==> src/rtl/mem_access_unit.sv <==
// Memory-side access stage: sequences fetch/load/store requests onto a synchronous
// single-port SRAM with optional wait states, and holds the IR and MDR.
module mem_access_unit #(
  parameter int unsigned ADDR_W      = 12,
  parameter int unsigned DATA_W      = 16,
  parameter int unsigned WAIT_STATES = 0
) (
  input  logic              clk,
  input  logic              rst,
  input  logic              req_rd,
  input  logic              req_wr,
  input  logic              iwrite,
  input  logic              adrsrc,
  input  logic [ADDR_W-1:0] pc_addr,
  input  logic [ADDR_W-1:0] alu_addr,
  input  logic [DATA_W-1:0] wdata,
  output logic [ADDR_W-1:0] mem_addr,
  output logic              mem_re,
  output logic              mem_we,
  output logic [DATA_W-1:0] mem_wdata,
  input  logic [DATA_W-1:0] mem_rdata,
  output logic [DATA_W-1:0] instr_q,
  output logic [DATA_W-1:0] mdr_q,
  output logic              busy,
  output logic              done
);

  localparam int unsigned CNT_W = 4;

  typedef enum logic [1:0] {
    IDLE   = 2'd0,
    ACCESS = 2'd1,
    DONE   = 2'd2
  } state_t;

  state_t           state, state_n;
  logic [CNT_W-1:0] cnt, cnt_n;
  logic             accept_c;
  logic             is_wr;
  logic             is_iw;
  logic             wr_n;

  // State and wait counter
  always_ff @(posedge clk) begin
    if (rst) begin
      state <= IDLE;
      cnt   <= '0;
    end else begin
      state <= state_n;
      cnt   <= cnt_n;
    end
  end

  // Next state; a simultaneous read and write resolves to the write
  always_comb begin
    state_n  = state;
    cnt_n    = cnt;
    accept_c = 1'b0;
    wr_n     = is_wr;
    case (state)
      IDLE: begin
        if (req_rd || req_wr) begin
          accept_c = 1'b1;
          wr_n     = req_wr;
          state_n  = ACCESS;
          cnt_n    = CNT_W'(WAIT_STATES);
        end
      end
      ACCESS: begin
        if (cnt == '0) state_n = DONE;
        else           cnt_n   = cnt - CNT_W'(1);
      end
      DONE:    state_n = IDLE;
      default: state_n = IDLE;
    endcase
  end

  // Registered SRAM strobes and status follow the next state so they line up with it
  always_ff @(posedge clk) begin
    if (rst) begin
      mem_addr  <= '0;
      mem_wdata <= '0;
      mem_re    <= 1'b0;
      mem_we    <= 1'b0;
      busy      <= 1'b0;
      done      <= 1'b0;
      is_wr     <= 1'b0;
      is_iw     <= 1'b0;
      instr_q   <= '0;
      mdr_q     <= '0;
    end else begin
      if (accept_c) begin
        mem_addr  <= adrsrc ? alu_addr : pc_addr;
        mem_wdata <= wdata;
        is_wr     <= req_wr;
        is_iw     <= iwrite;
      end
      mem_re <= (state_n == ACCESS) && !wr_n;
      mem_we <= (state_n == ACCESS) && wr_n;
      busy   <= (state_n != IDLE);
      done   <= (state_n == DONE);
      if ((state == DONE) && !is_wr) begin
        if (is_iw) instr_q <= mem_rdata;
        else       mdr_q   <= mem_rdata;
      end
    end
  end

endmodule
==> config.mk <==
export PLATFORM = sky130hd
export DESIGN_NAME = mem_access_unit
export DESIGN_NICKNAME = d
export VERILOG_FILES = /design/src/rtl/mem_access_unit.sv
export SDC_FILE = /design/constraint.sdc
export NUM_CORES = 1
export LEC_CHECK = 0
export ABC_AREA = 1
export CAP_MARGIN = 20
export CORE_UTILIZATION = 32
export CTS_CLUSTER_DIAMETER = 60
export DETAILED_ROUTE_END_ITERATION = 10
export DONT_BUFFER_PORTS = 1
export RECOVER_POWER = 25
export SYNTH_ARGS = -nofsm -noshare
export SYNTH_HDL_FRONTEND = slang
export SYNTH_SLANG_ARGS = --single-unit
==> constraint.sdc <==
create_clock -name clk -period 3.5 [get_ports clk]
set_input_delay 0.7 -clock clk [delete_from_list [all_inputs] [get_ports clk]]
set_output_delay 0.7 -clock clk [all_outputs]
set_load 0.03 [all_outputs]
==> flow_summary.json, run 1 <==
{
  "cts_setup_buffers": 0,
  "gp_routability_congestion": 0.7249,
  "maxSlewViolCount": 0,
  "finish.utilization_pct": 35.94,
  "effective_utilization_at_floorplan_pct": 33.23,
  "worstSkewPairLatency_ps": 330,
  "reg2reg_setup_slack_ps": 1390,
  "post_synth.cell_area_avg_um2": 7.500,
  "skew_ps": 7.401,
  "cts.sinks": 72,
  "cp.buffers_inverters": 1,
  "antenna_left": 0,
  "post-route-min-period_ps": 2109,
  "rsz0062_at_grt": "no",
  "grt_start_max_net_pins": 34,
  "post_route_cells_drive_above_1_share_pct": 6.336,
  "tritoncts.num_buffers": 9,
  "max_freq_ghz": 0.4741,
  "vias": 2224,
  "port_buffer_count": 0,
  "drcViolationCount": 0,
  "critPathRequiredTime_ps": 3730,
  "antenna-diode-count": 0,
  "synth_nets": 427,
  "netlist_top_cells_area": "sky130_fd_sc_hd__dfxtp_1 53%, sky130_fd_sc_hd__nor2_1 18%, sky130_fd_sc_hd__o21ai_0 14%, sky130_fd_sc_hd__nand2_1 3.2%, sky130_fd_sc_hd__inv_1 2.9%",
  "critical_path.endpoint_type": "flip-flop",
  "viasPerCell": 4.752,
  "synth_flop_cell": "sky130_fd_sc_hd__dfxtp_1",
  "layout.filler_cells": 884,
  "synth_seq_cells": 72,
  "number_of_flops_mapped_to_enable_cells_by_yosys": 0,
  "synth_cell_type_count": 24,
  "crit_type": "flip-flop to flip-flop",
  "grt-ovfl-total": 0,
  "critical_path.top_delay_family": "simple AND/OR/NAND/NOR gates",
  "worstPathCellList": "nor2_1, nand2_1, inv_2, nor2_1, a21boi_0",
  "finalSetupTns_ps": 0,
  "placeable_area_um2": 8217,
  "flow.area_growth_from_synthesis_pct": 8.158,
  "async_reset_ff_share_pct": 0,
  "wl_per_cell_um": 13.22,
  "clockBufferDepth": 2,
  "postCtsHoldBufs": 0,
  "cts_root_buffer": "sky130_fd_sc_hd__clkbuf_8",
  "post-synth-top-area-cell": "sky130_fd_sc_hd__dfxtp_1",
  "drt-pass1-iter-count": 5,
  "die_width_um": 94.37,
  "globalRouteTotalUtil_pct": 14.33,
  "static-leakage-power_nw": 1.213,
  "setup_viol_count_final": 0,
  "detail_route.iter0.violations": 46,
  "yosys_warnings": 0,
  "hold_viol": 0,
  "power.ir.vdd_worst_uv": 254.6,
  "postRouteWirelength_um": 6188,
  "instances_no_fill": 468,
  "setup_ws_final_ps": 1391,
  "cp_common_cell": "sky130_fd_sc_hd__nor2_1",
  "synth_sequential_area_ratio_pct": 52.80,
  "detailed_place_hpwl_um": 4333,
  "floorplan.rows": 33,
  "numPlacedInstances": 452,
  "status": "finished, final reports clean",
  "ctsHtreeMaxLevel": 3,
  "fin_nets": 421,
  "most_repeated_cell_in_the_gate_level_netlist_after_synthesis": "sky130_fd_sc_hd__nor2_1",
  "power-per-cell-area_nw_per_um2": 764.6,
  "critical_path.slowest_cell": "sky130_fd_sc_hd__inv_2",
  "place_ws_ps": 1346,
  "boundaryPins": 126,
  "grt_antenna_before_repair": 0,
  "worst_slew_pin_slew_ps": 947.2,
  "relSlewSlack_pct": 36.70,
  "post_cts_resize_count": 0,
  "slowest_delay_ps": 660,
  "synthCells": 364,
  "cp-start-kind": "flip-flop",
  "cts.clk_slew.worst_paths_ps": 70,
  "period_share_pct": 60.26,
  "worstHoldPathType": "input port to flip-flop",
  "fp.dieH_um": 94.37,
  "critPathArrivalTime_ps": 2340,
  "worst_slack_on_hold_paths_ps": 424.7,
  "floorplan.die_area_um2": 8905,
  "tritoncts": "built",
  "grt_first_pass_wirelength_um": 9639,
  "post_synth_instance_area_um2": 2730,
  "max_cap_violations": 0,
  "synth.top_cell.area_share_pct": 52.80,
  "grt_pass1_vias": 2097,
  "yosys-top-cells-count": "130 x sky130_fd_sc_hd__nor2_1, 75 x sky130_fd_sc_hd__o21ai_0, 72 x sky130_fd_sc_hd__dfxtp_1, 23 x sky130_fd_sc_hd__nand2_1, 21 x sky130_fd_sc_hd__inv_1",
  "crit_fanout": 33
}
## final timing paths
kind                                            end                start  cells past startpoint
worst max-delay path            cnt[0]$_SDFFE_PP0P_  state[1]$_SDFF_PP0_                      5
worst min-delay path             is_wr$_SDFFE_PP0P_                  rst                      1
worst max register to register  cnt[0]$_SDFFE_PP0P_  state[1]$_SDFF_PP0_                      5
worst min register to register  cnt[0]$_SDFFE_PP0P_  cnt[0]$_SDFFE_PP0P_                      2
## layout make-up
class / instances / area (um2) / area share (%)
clock buffers: 14 / 162.7 / 5.508
repair buffers: 1 / 7.507 / 0.2542
inverters: 28 / 107.6 / 3.644
flip-flops and latches: 72 / 1441 / 48.81
multi-input cells: 246 / 1065 / 36.06
well taps: 105 / 131.4 / 4.449
clock inverters: 2 / 37.54 / 1.271
## stage by stage
step | power [mW] | area (um2)
after floorplan | 1.565 | 2730
after global placement | 1.623 | 2765
after detailed placement | 1.634 | 2765
after CTS | 2.299 | 2965
after global routing | 2.405 | 2953
final | 2.258 | 2953
## worst register-to-register path, stage by stage (launching register included)
cell and delay (ps):
sky130_fd_sc_hd__dfxtp_1 330, sky130_fd_sc_hd__nor2_1 160, sky130_fd_sc_hd__nand2_1 570, sky130_fd_sc_hd__inv_2 670
sky130_fd_sc_hd__nor2_1 120, sky130_fd_sc_hd__a21boi_0 140
## cells by family after synthesis
group / count (synthesis) / share of synthesized area, %
AOI/OAI and AO/OA: 82 / 15.22
adders and majority gates: 1 / 0.4582
buffers and inverters: 46 / 7.745
DFF: 72 / 52.80
and+or+nand+nor: 163 / 23.79
## placed cells by master (no fill, tap or decap), drive strengths merged
cell        n
bufinv      1
nor3        2
inv        25
a21oi       3
buf         1
nand2      25
dfxtp      72
nand3       4
a21boi      2
clkinvlp    1
nor2      132
ha          1
clkbuf     14
clkinv      3
o21ai      77
## power breakdown
part | total, mW | switching (mW) | internal [mW]
combinational | 0.356 | 0.239 | 0.117
sequential | 1.24 | 0.294 | 0.949
clock | 0.658 | 0.289 | 0.370
## registers in the layout (all words and copies together) (netlist names), 2 cells and up
register   cells
state          2
instr_q       16
cnt            4
mem_addr      12
mdr_q         16
mem_wdata     16
## metal layers
layer	share of wire, %	GRT usage (%)	vias up
li1	-	-	1131
met1	42	15.61	983
met2	44	22.83	101
met3	13	7.246	9
met4	1.8	7.308	0
met5	0	0	-
(Power assumes the default switching activity.)
==> inputs of run 2 (changes only) <==
Clock period 3.5 ns to 1.9 ns, I/O delays scaled along.
==> flow_summary.json, run 2 (synthesis gave the netlist of run 1 again) <==
{
  "rsz0062_at_grt": "no",
  "grt_start_max_net_pins": 36,
  "gp_routability_congestion": 0.7244,
  "antenna-diode-count": 0,
  "tritoncts.num_buffers": 9,
  "max_cap_violations": 0,
  "max_freq_ghz": 0.6997,
  "cts_setup_buffers": 0,
  "fin_nets": 423,
  "finish.utilization_pct": 36.67,
  "post_route_cells_drive_above_1_share_pct": 7.967,
  "postCtsHoldBufs": 0,
  "commonest_non_fill_non_tap_cells_in_the_layout": "130 x sky130_fd_sc_hd__nor2_1, 75 x sky130_fd_sc_hd__o21ai_0, 72 x sky130_fd_sc_hd__dfxtp_1",
  "hold_viol": 0,
  "static-leakage-power_nw": 1.248,
  "critical_path.endpoint_type": "flip-flop",
  "floorplan.rows": 33,
  "port_buffer_count": 0,
  "fp.dieH_um": 94.37,
  "period_share_pct": 75.22,
  "post_cts_resize_count": 0,
  "die_width_um": 94.37,
  "ctsHtreeMaxLevel": 3,
  "placed_cell_area_um2": 2780,
  "floorplan.die_area_um2": 8905,
  "viasPerCell": 4.710,
  "worstSkewPairLatency_ps": 340,
  "grt_antenna_before_repair": 0,
  "skew_ps": 7.213,
  "boundaryPins": 126,
  "setup_viol_count_final": 0,
  "vias": 2209,
  "detailed_place_hpwl_um": 4485,
  "reg2reg_setup_slack_ps": 470,
  "biggestRegsByFlops": "instr_q x16, mdr_q x16, mem_wdata x16",
  "relSlewSlack_pct": 71.95,
  "maxSlewViolCount": 0,
  "place_ws_ps": 481.3,
  "cp-start-kind": "flip-flop",
  "critPathRequiredTime_ps": 2140,
  "grt-ovfl-total": 0,
  "postRouteWirelength_um": 6223,
  "tritoncts": "built",
  "layout.filler_cells": 868,
  "wl_per_cell_um": 13.27,
  "cts.sinks": 72,
  "cts.clk_slew.worst_paths_ps": 80,
  "power-per-cell-area_nw_per_um2": 1456,
  "highest-signal-layer": "met4",
  "status": "finished, final reports clean",
  "grt_first_pass_wirelength_um": 9915,
  "post-route-min-period_ps": 1429,
  "antenna_left": 0,
  "crit_type": "flip-flop to flip-flop",
  "setup_ws_final_ps": 470.8,
  "met2RoutedLength_um": 2749,
  "finalSetupTns_ps": 0,
  "post_layout_instance_area_um2": 3013,
  "cts_root_buffer": "sky130_fd_sc_hd__clkbuf_8",
  "drt-pass1-iter-count": 4,
  "worst_slew_pin_slew_ps": 420.2,
  "routed-wl-met3_um": 852,
  "drcViolationCount": 0,
  "globalRouteTotalUtil_pct": 14.66,
  "crit_fanout": 9,
  "detail_route.iter0.violations": 47,
  "grt_pass1_vias": 2103,
  "effective_utilization_at_floorplan_pct": 33.23,
  "flow.area_growth_from_synthesis_pct": 10.36,
  "critPathArrivalTime_ps": 1670,
  "wl_met1_um": 2539,
  "placeable_area_um2": 8217,
  "clockBufferDepth": 2,
  "worstHoldPathType": "input port to flip-flop",
  "power.ir.vdd_worst_uv": 666.8,
  "layout.cells.most_common": "sky130_fd_sc_hd__nor2_1"
}
## run 2: changes by cell type in the layout (fill, tap and decap cells not counted), sizes merged
cell,before,now
clkinvlp,1,0
clkbuf,14,9
buf,1,3
clkinv,3,6
bufinv,1,3
## run 2: routing by layer
layer	vias to the layer above	GRT usage, %
met3	10	8.213
li1	1139	-
met1	957	15.35
met5	-	0
met4	0	6.154
met2	103	24.15
## run 2: where the power goes
| part | total, mW | internal [mW] | switching [mW] | leakage (nW) |
|---|---|---|---|---|
| Sequential | 2.30 | 1.75 | 0.550 | 0.590 |
| Combinational | 0.674 | 0.229 | 0.445 | 0.539 |
| Clock | 1.41 | 0.862 | 0.550 | 0.119 |
## run 2: cell type report
class,count,area [um2],share of cell area [%]
sequential,72,1441,47.84
multi-input combinational,246,1077,35.76
tap,105,131.4,4.360
clock buffer,9,123.9,4.111
clock inverter,6,108.9,3.613
inverter,28,107.6,3.571
timing repair buffer,3,22.52,0.7475
## run 2: worst paths after layout
check | from | to | cells past startpoint
worst max-delay path | cnt[0]$_SDFFE_PP0P_ | cnt[1]$_SDFFE_PP0P_ | 8
worst min-delay path | rst | is_wr$_SDFFE_PP0P_ | 1
worst max register to register | cnt[0]$_SDFFE_PP0P_ | cnt[1]$_SDFFE_PP0P_ | 8
worst min register to register | cnt[0]$_SDFFE_PP0P_ | cnt[0]$_SDFFE_PP0P_ | 2
## run 2: per-stage QoR
step                hold WS, ps  instances  power (mW)
floorplan                 451.8        364       2.882
global placement          453.2        454       3.008
detailed placement        455.2        454       3.027
CTS                       81.05        469       4.461
global route              75.59        469       4.661
finish                    102.9        469       4.385
## run 2: critical path, stage by stage, from the launching register on
cell and delay [ps]:
sky130_fd_sc_hd__dfxtp_1 350, sky130_fd_sc_hd__inv_1 60, sky130_fd_sc_hd__ha_1 220, sky130_fd_sc_hd__nand2_1 170
sky130_fd_sc_hd__nand2_1 100, sky130_fd_sc_hd__nand2_2 170, sky130_fd_sc_hd__o21ai_0 110, sky130_fd_sc_hd__o21ai_0 80
sky130_fd_sc_hd__inv_1 50
